==> config.mk <==
export PLATFORM = sky130hd
export DESIGN_NAME = uart_transmitter
export DESIGN_NICKNAME = d
export VERILOG_FILES = /design/src/rtl/uart_transmitter.sv
export SDC_FILE = /design/constraint.sdc
export NUM_CORES = 1
export LEC_CHECK = 0
export CAP_MARGIN = 20
export CORE_UTILIZATION = 55
export DETAILED_ROUTE_END_ITERATION = 16
export PLACE_DENSITY = 0.79
export SYNTH_ARGS = -nofsm -noshare
export SYNTH_HDL_FRONTEND = slang
export SYNTH_SLANG_ARGS = --single-unit
==> constraint.sdc <==
create_clock -name rx_clk -period 4.1 [get_ports rx_clk]
set_input_delay 0.615 -clock rx_clk [delete_from_list [all_inputs] [get_ports rx_clk]]
set_output_delay 0.615 -clock rx_clk [all_outputs]
set_load 0.005 [all_outputs]
==> src/rtl/uart_transmitter.sv <==
// uart_transmitter: serial transmit side of the UART link.
// Sends one byte per start/busy handshake as a start bit, 8 data bits LSB first,
// an optional parity bit and 1 or 2 stop bits. Every bit lasts OVERSAMPLE rx_clk
// cycles, so the same 16x baud clock serves both link directions.
//
//   state    | meaning
//   ---------+-----------------------------------------------------------
//   ST_IDLE  | line high, waiting for tx_start
//   ST_START | start bit (low) on the line
//   ST_DATA  | data bit bit_idx_q on the line
//   ST_PARITY| parity bit of the latched byte on the line
//   ST_STOP  | stop bit(s) (high); the last edge ends the frame
module uart_transmitter #(
    parameter int OVERSAMPLE = 16,
    parameter int PARITY_EN  = 0,
    parameter int PARITY_ODD = 0,
    parameter int STOP_BITS  = 1
) (
    input  logic       rx_clk,
    input  logic       reset_n,
    input  logic       tx_start,
    input  logic [7:0] tx_data,
    input  logic       tx_complete_del_flag,
    output logic       TXD,
    output logic       tx_busy,
    output logic       tx_complete_flag
);

    localparam int            CW       = (OVERSAMPLE > 1) ? $clog2(OVERSAMPLE) : 1;
    localparam logic [CW-1:0] CNT_LAST = CW'(OVERSAMPLE - 1);
    localparam logic          ODD_BIT  = (PARITY_ODD != 0);

    typedef enum logic [2:0] {
        ST_IDLE,
        ST_START,
        ST_DATA,
        ST_PARITY,
        ST_STOP
    } state_t;

    state_t        state_q;
    logic [CW-1:0] cnt_q;
    logic [CW-1:0] cnt_d;
    logic [2:0]    bit_idx_q;
    logic [2:0]    bit_idx_d;
    logic [7:0]    shift_q;
    logic          parity_q;
    logic          stop_idx_q;
    logic          txd_q;
    logic          busy_q;
    logic          flag_q;
    logic          bit_end;

    // Bit-cycle counter wraps at every bit boundary; next data bit index.
    always_comb begin
        bit_end   = (cnt_q == CNT_LAST);
        cnt_d     = bit_end ? '0 : cnt_q + CW'(1);
        bit_idx_d = bit_idx_q + 3'd1;
    end

    // Frame sequencer with registered line, busy and sticky completion flag.
    always_ff @(posedge rx_clk or negedge reset_n) begin
        if (!reset_n) begin
            state_q    <= ST_IDLE;
            cnt_q      <= '0;
            bit_idx_q  <= 3'd0;
            shift_q    <= 8'h00;
            parity_q   <= 1'b0;
            stop_idx_q <= 1'b0;
            txd_q      <= 1'b1;
            busy_q     <= 1'b0;
            flag_q     <= 1'b0;
        end else begin
            // Host acknowledge; an accept or a frame end below overrides it.
            if (tx_complete_del_flag) begin
                flag_q <= 1'b0;
            end
            case (state_q)
                ST_IDLE: begin
                    txd_q <= 1'b1;
                    if (tx_start) begin
                        shift_q    <= tx_data;
                        parity_q   <= (^tx_data) ^ ODD_BIT;
                        cnt_q      <= '0;
                        bit_idx_q  <= 3'd0;
                        stop_idx_q <= 1'b0;
                        txd_q      <= 1'b0;
                        busy_q     <= 1'b1;
                        flag_q     <= 1'b0;
                        state_q    <= ST_START;
                    end
                end
                ST_START: begin
                    cnt_q <= cnt_d;
                    if (bit_end) begin
                        txd_q   <= shift_q[0];
                        state_q <= ST_DATA;
                    end
                end
                ST_DATA: begin
                    cnt_q <= cnt_d;
                    if (bit_end) begin
                        if (bit_idx_q == 3'd7) begin
                            if (PARITY_EN != 0) begin
                                txd_q   <= parity_q;
                                state_q <= ST_PARITY;
                            end else begin
                                txd_q   <= 1'b1;
                                state_q <= ST_STOP;
                            end
                        end else begin
                            bit_idx_q <= bit_idx_d;
                            txd_q     <= shift_q[bit_idx_d];
                        end
                    end
                end
                ST_PARITY: begin
                    cnt_q <= cnt_d;
                    if (bit_end) begin
                        txd_q   <= 1'b1;
                        state_q <= ST_STOP;
                    end
                end
                ST_STOP: begin
                    cnt_q <= cnt_d;
                    if (bit_end) begin
                        if ((STOP_BITS == 2) && !stop_idx_q) begin
                            stop_idx_q <= 1'b1;
                        end else begin
                            busy_q  <= 1'b0;
                            flag_q  <= 1'b1;
                            state_q <= ST_IDLE;
                        end
                    end
                end
                default: begin
                    txd_q   <= 1'b1;
                    busy_q  <= 1'b0;
                    state_q <= ST_IDLE;
                end
            endcase
        end
    end

    assign TXD              = txd_q;
    assign tx_busy          = busy_q;
    assign tx_complete_flag = flag_q;

endmodule

==> run metrics, run 1 <==
status completed; CTS Sinks 21; fin. max-slew vios 0; Final ANT Viol Nets 0; Wirelength per Cell 13.38 um; Root Buffer clkbuf_4; Final Util 0.6862; crit path kind reg2out; FILL cells 165; I/O Pins 15; Vias/cell 5.763; CP Buf/Inv Count 1; area fraction in compound gates after synthesis 0.1536; H-tree depth 1; core outline area 1982 um2; Diodes inserted 0; Cells on Worst Hold Path 2; worst-margin pin slew 0.5871 ns; worst rel slew slack 0.6086; critical path required time 3.48 ns; adder-cell share of the synthesized area 0.03178; largest net degree at the start of global routing 22; Highest Clock Rate 512.0 MHz; Cell Int Power 0.0004556 W; Die Height 48.34 um; Async SR Flop Fraction 1.000; routability cong. 0.8315; hpwl dp 1604 um; Syn Area/Cell 9.016 um2; FF-to-FF End bit_idx_q[2]; worst path arrival time 1.34 ns; Post-synth top flop dfrtp_1; Worst path slowest cell dfstp_2; Area Growth Syn to Fin 15.15%; post-cts resize count 0; Port Buffer Count 14; Synth Cell Area 1181 um2; clock transition at the registers of the reported paths 0.12 ns; post-synthesis cell count 131; Max FO, Critical Path 2; Syn Nets 146; Detailed Route WL 2261 um; Chip Width 48.34 um; CTS buffer count 3; clk buf depth 2; first-pass GRT wire length 4160 um; FF-to-FF setup slack 2.27 ns; register bit total from synthesis 21; largest family of logic cells by synthesized area simple AND/OR/NAND/NOR gates; Post-synth EDFFs 0; critical path startpoint category flop; Final Skew 0.002274 ns; max_cap viols 0; crit-path cells clkdlybuf4s50_1; Worst-Skew Late Latency 0.30 ns; Final #Nets 158; XOR/XNOR Fraction of Synth Area 0; die area 2337 um2; slowest cell delay on critical path 0.55 ns; R2R cell count 6; multi-input logic area 601.8 um2; share of layout cells above drive strength 1 0.07746; critical path endpoint category output pin; Pleak 0.5876 nW; hold_buf cts 0; post-synthesis sequential area ratio 0.4460; number of global-route vias before repair 964; via count 974; synth warn 0; minimum clock period 1.953 ns; Seq pwr share 0.491; maximum VDD drop 0.3273 mV; multiplexer share of the synthesized area 0.05297; simple-gate portion of the synthesized area 0.2712; grt total ovfl 0; DRC 0; NetSw 0.0002835 W; count of cell types in the netlist 36; First-pass DRT Iterations 5; Setup TNS 0 ns; Post-CTS Setup Bufs 0; Register Area 526.8 um2; CTS tree built; final count of hold timing violations 0; Critical R2R Launch bit_idx_q[0]; Sw Ratio 0.3836; Initial Utilization 0.5960; RSZ-0062 raised after global routing false; pwr dens 543.4 nW/um2; initial antenna violation count 0; Gate power share 0.371; clock share of power 0.138; Hold WC Path Type reg2reg; kind of cell adding the most delay to the critical path flip-flops; FP Rows 16; worst hold endpoint shift_q[2]; final period utilization 0.4763; Setup violations, final 0; Iter 0 DRT Violations 35; GRT Total Usage 0.2234; hold_sp shift_q[2]
==> cell type report <==
| type | count | share of cell area |
|---|---|---|
| multi-input combinational | 101 | 0.4425 |
| timing repair buffer | 15 | 0.1233 |
| inverter | 1 | 0.002760 |
| sequential | 21 | 0.3873 |
| tap | 27 | 0.02484 |
| clock buffer | 4 | 0.01932 |
==> flip-flops by register name (all words and copies together), names as in the netlist <==
name,flops
state_q,3
tx_complete_flag,1
cnt_q,4
tx_busy,1
TXD,1
shift_q,8
bit_idx_q,3
==> cells by family after synthesis <==
family | after synthesis
buffers and inverters | 9
AOI/OAI and AO/OA | 29
DFF | 21
and+or+nand+nor | 64
adders and majority gates | 3
muxes | 5
==> worst register-to-register path, delay by kind of cell, from the launching register on <==
family	cells	cell delay (ns)
AND/OR/NAND/NOR	3	0.56
flip-flops	1	0.47
adder cells (fa/ha/maj)	2	0.46
AO/OA/AOI/OAI	1	0.24
==> Yosys cell counts, types with 2 or more instances <==
master	n	area (um2)
a21oi_1	9	45.04
a31oi_1	3	18.77
buf_2	3	15.01
buf_6	2	22.52
clkbuf_1	3	11.26
dfrtp_1	20	500.5
ha_1	3	37.54
mux2i_1	4	40.04
nand2_1	34	127.6
nand2b_1	2	12.51
nand3_1	7	35.03
nand3b_1	3	22.52
nor2_1	8	30.03
o21ai_0	7	35.03
o22ai_1	2	12.51
==> layout by cell type, fill, tap and decap left out, types with 3 or more instances in the layout <==
master | netlist | layout
ha_1 | 3 | 3
dfrtp_1 | 20 | 20
nand3b_1 | 3 | 3
mux2i_1 | 4 | 4
a31oi_1 | 3 | 3
nand3_1 | 7 | 7
a21oi_1 | 9 | 9
o21ai_0 | 7 | 7
clkdlybuf4s50_1 | 0 | 14
nor2_1 | 8 | 8
clkbuf_4 | 0 | 3
nand2_1 | 34 | 34
==> power groups by stage <==
stage | logic [W] | clock network, W | registers (W)
after floorplan | 0.000236 | 0 | 0.000330
after global placement | 0.000260 | 0 | 0.000362
after detailed placement | 0.000270 | 0 | 0.000366
after CTS | 0.000271 | 0.000101 | 0.000362
after global routing | 0.000314 | 0.000108 | 0.000375
final | 0.000274 | 0.000102 | 0.000363
==> layer usage <==
metal,track usage,vias to the layer above,part of all wire
met3,0.03459,2,0.032
met2,0.3545,18,0.48
li1,-,483,-
met5,0,-,0
met1,0.3162,471,0.48
met4,0.06863,0,0.0062
==> metrics by stage <==
stage	hold WS [ns]	cells	cell area, um2	total power [W]	setup WS [ns]
floorplan	0.3194	131	1181	0.0005656	2.505
finish	0.4889	169	1360	0.0007391	2.147
global route	0.5087	169	1360	0.0007973	2.008
detailed placement	0.4642	164	1306	0.0006360	1.867
global placement	0.4656	164	1306	0.0006221	1.991
CTS	0.4938	168	1333	0.0007335	2.146
==> how the worst max path moves through the flow <==
| stage | cells past startpoint | end | startpoint |
|---|---|---|---|
| floorplan | 7 | TXD | bit_idx_q[0] |
| global placement | 5 | bit_idx_q[0] | tx_start |
| detailed placement | 5 | bit_idx_q[2] | tx_start |
| CTS | 1 | TXD | TXD |
| global route | 5 | bit_idx_q[2] | tx_start |
| finish | 1 | TXD | TXD |
No activity file was read; power rests on OpenSTA's default activity.
==> inputs of run 2 (changes only) <==
--- a/config.mk
+++ b/config.mk
@@ -6,9 +6,9 @@
 export NUM_CORES = 1
 export LEC_CHECK = 0
 export CAP_MARGIN = 20
-export CORE_UTILIZATION = 55
+export CORE_UTILIZATION = 48
 export DETAILED_ROUTE_END_ITERATION = 16
-export PLACE_DENSITY = 0.79
+export PLACE_DENSITY = 0.73
 export SYNTH_ARGS = -nofsm -noshare
 export SYNTH_HDL_FRONTEND = slang
 export SYNTH_SLANG_ARGS = --single-unit
==> constraint.sdc (replaced) <==
create_clock -name rx_clk -period 1.65 [get_ports rx_clk]
set_input_delay 0.2475 -clock rx_clk [delete_from_list [all_inputs] [get_ports rx_clk]]
set_output_delay 0.2475 -clock rx_clk [all_outputs]
set_load 0.005 [all_outputs]
==> run metrics, run 2 (same netlist as run 1, synthesis figures left out) <==
crit path kind reg2out; final period utilization 0.9788; Pleak 0.6274 nW (+6.8%); fin. max-slew vios 0 (unchanged); grt total ovfl 0 (unchanged); Wirelength per Cell 13.70 um (+2.4%); Hold WC Path Type in2async; largest net degree at the start of global routing 22 (unchanged); GRT Total Usage 0.2101 (-0.01329); Largest register FFs 8 (unchanged); crit path from TXD; clock transition at the registers of the reported paths 0.12 ns (about the same); CTS Sinks 21 (unchanged); Placed Area 1383 um2 (+5.8%); Final ANT Viol Nets 0 (unchanged); final count of hold timing violations 0 (unchanged); Hold Slack 0.2642 ns (-0.2247 ns); worst path arrival time 1.37 ns (+0.03 ns); Top reg by flops shift_q; H-tree depth 1 (unchanged); Max FO, Critical Path 2 (unchanged); kind of cell adding the most delay to the critical path flip-flops; Detailed Route WL 2452 um (+8.4%); via count 1001 (+2.8%); Final #Nets 167 (+5.7%); first-pass GRT wire length 4057 um (-2.5%); core outline area 2276 um2 (+15%); CTS tree built; minimum clock period 1.615 ns; RSZ-0062 raised after global routing false; Chip Width 51.61 um (+6.8%); I/O Pins 15 (unchanged); Placed Instances 175 (+6.7%); slowest cell delay on critical path 0.56 ns (about the same); Vias/cell 5.592 (-3.0%); FF-to-FF End bit_idx_q[0]; CP Capture Point TXD; clk buf depth 2 (unchanged); Final Non-Filler Cells 179 (+5.9%); Critical R2R Launch bit_idx_q[0]; Worst path slowest cell dfstp_2; CP Buf/Inv Count 1 (unchanged); Area Growth Syn to Fin 21.40%; First-pass DRT Iterations 4 (-1); Worst-Skew Late Latency 0.31 ns (about the same); maximum VDD drop 0.8716 mV (+170%); Port Buffer Count 14 (unchanged); DRC 0 (unchanged); Initial Utilization 0.5190 (-0.07699); Highest Clock Rate 619.2 MHz; Setup violations, final 0 (unchanged); hpwl dp 1730 um (+7.9%); Root Buffer clkbuf_4; Post-CTS Setup Bufs 0 (unchanged); Diodes inserted 0 (unchanged); die area 2663 um2 (+14%); Die Height 51.61 um (+6.8%); leading cell type in the layout, fill and taps excluded nand2_1; critical path required time 1.40 ns (-2.08 ns); commonest non-fill, non-tap cells in the layout nand2_1, dfrtp_1, clkdlybuf4s50_1; R2R cell count 6 (unchanged); initial antenna violation count 0 (unchanged); worst-margin pin slew 0.3345 ns (-0.2527 ns); design area 1434 um2 (+5.4%); max_cap viols 0 (unchanged); FF-to-FF setup slack 0.03 ns (-2.24 ns); Final Skew 0.004303 ns (+0.002029 ns); status completed; CTS buffer count 3 (unchanged); routability cong. 0.8974 (+7.9%); Iter 0 DRT Violations 16 (-54%); FP Rows 17 (+1); worst rel slew slack 0.7765 (+0.1679); number of global-route vias before repair 916 (-5.0%); critical path startpoint category flop; top flop regs shift_q x8, cnt_q x4; pwr dens 1335 nW/um2 (+150%); crit-path cells clkdlybuf4s50_1; critical path endpoint category output pin; Crit path depth 1 (unchanged); share of layout cells above drive strength 1 0.1589 (+0.08148)
-- run 2: layout make-up --
cell class / instances / area, um2
fill: 189 / 842.1
tap: 28 / 35.03
clock inverter: 1 / 5.005
timing repair buffer: 24 / 215.2
clock buffer: 3 / 22.52
sequential: 21 / 526.8
multi-input combinational: 101 / 625.6
inverter: 1 / 3.754
-- run 2: report_power, final --
group	switching, W	internal (W)
logic	0.000416	0.000385
registers	0.000153	0.000706
clock network	0.000164	0.0000907
total	0.000733	0.00118
-- run 2: worst min-delay path by stage --
| stage | start | to | slack [ns] | depth (start not counted) |
|---|---|---|---|---|
| finish | reset_n | shift_q[7] | 0.26 | 2 |
| global route | reset_n | bit_idx_q[2] | 0.29 | 2 |
| CTS | reset_n | bit_idx_q[1] | 0.26 | 2 |
| detailed placement | shift_q[1] | shift_q[1] | 0.46 | 2 |
| global placement | shift_q[6] | shift_q[6] | 0.47 | 2 |
| floorplan | reset_n | bit_idx_q[0] | -0.05 | 0 |
-- run 2: metrics by stage --
step	setup TNS (ns)	setup slack (ns)	utilization	power, W
after floorplan	0	0.05507	-	0.001405
after global placement	0	0.02431	0.6075	0.001621
after detailed placement	-0.1453	-0.05245	0.6075	0.001646
after CTS	0	0.01267	0.6234	0.001911
after global routing	0	0.006254	0.6300	0.002052
final	0	0.03500	0.6300	0.001914
-- run 2: routing by layer --
metal,track usage,part of all wire,up-vias
li1,-,-,502
met1,0.2881,0.48,462
met2,0.3139,0.46,33
met3,0.04094,0.045,4
met4,0.1081,0.015,0
met5,0,0,-
-- run 2: what timing repair did --
action                                  CTS  global route
hold buffers                              0             0
gates resized for setup                   2             2
endpoints found under the setup margin    4             2
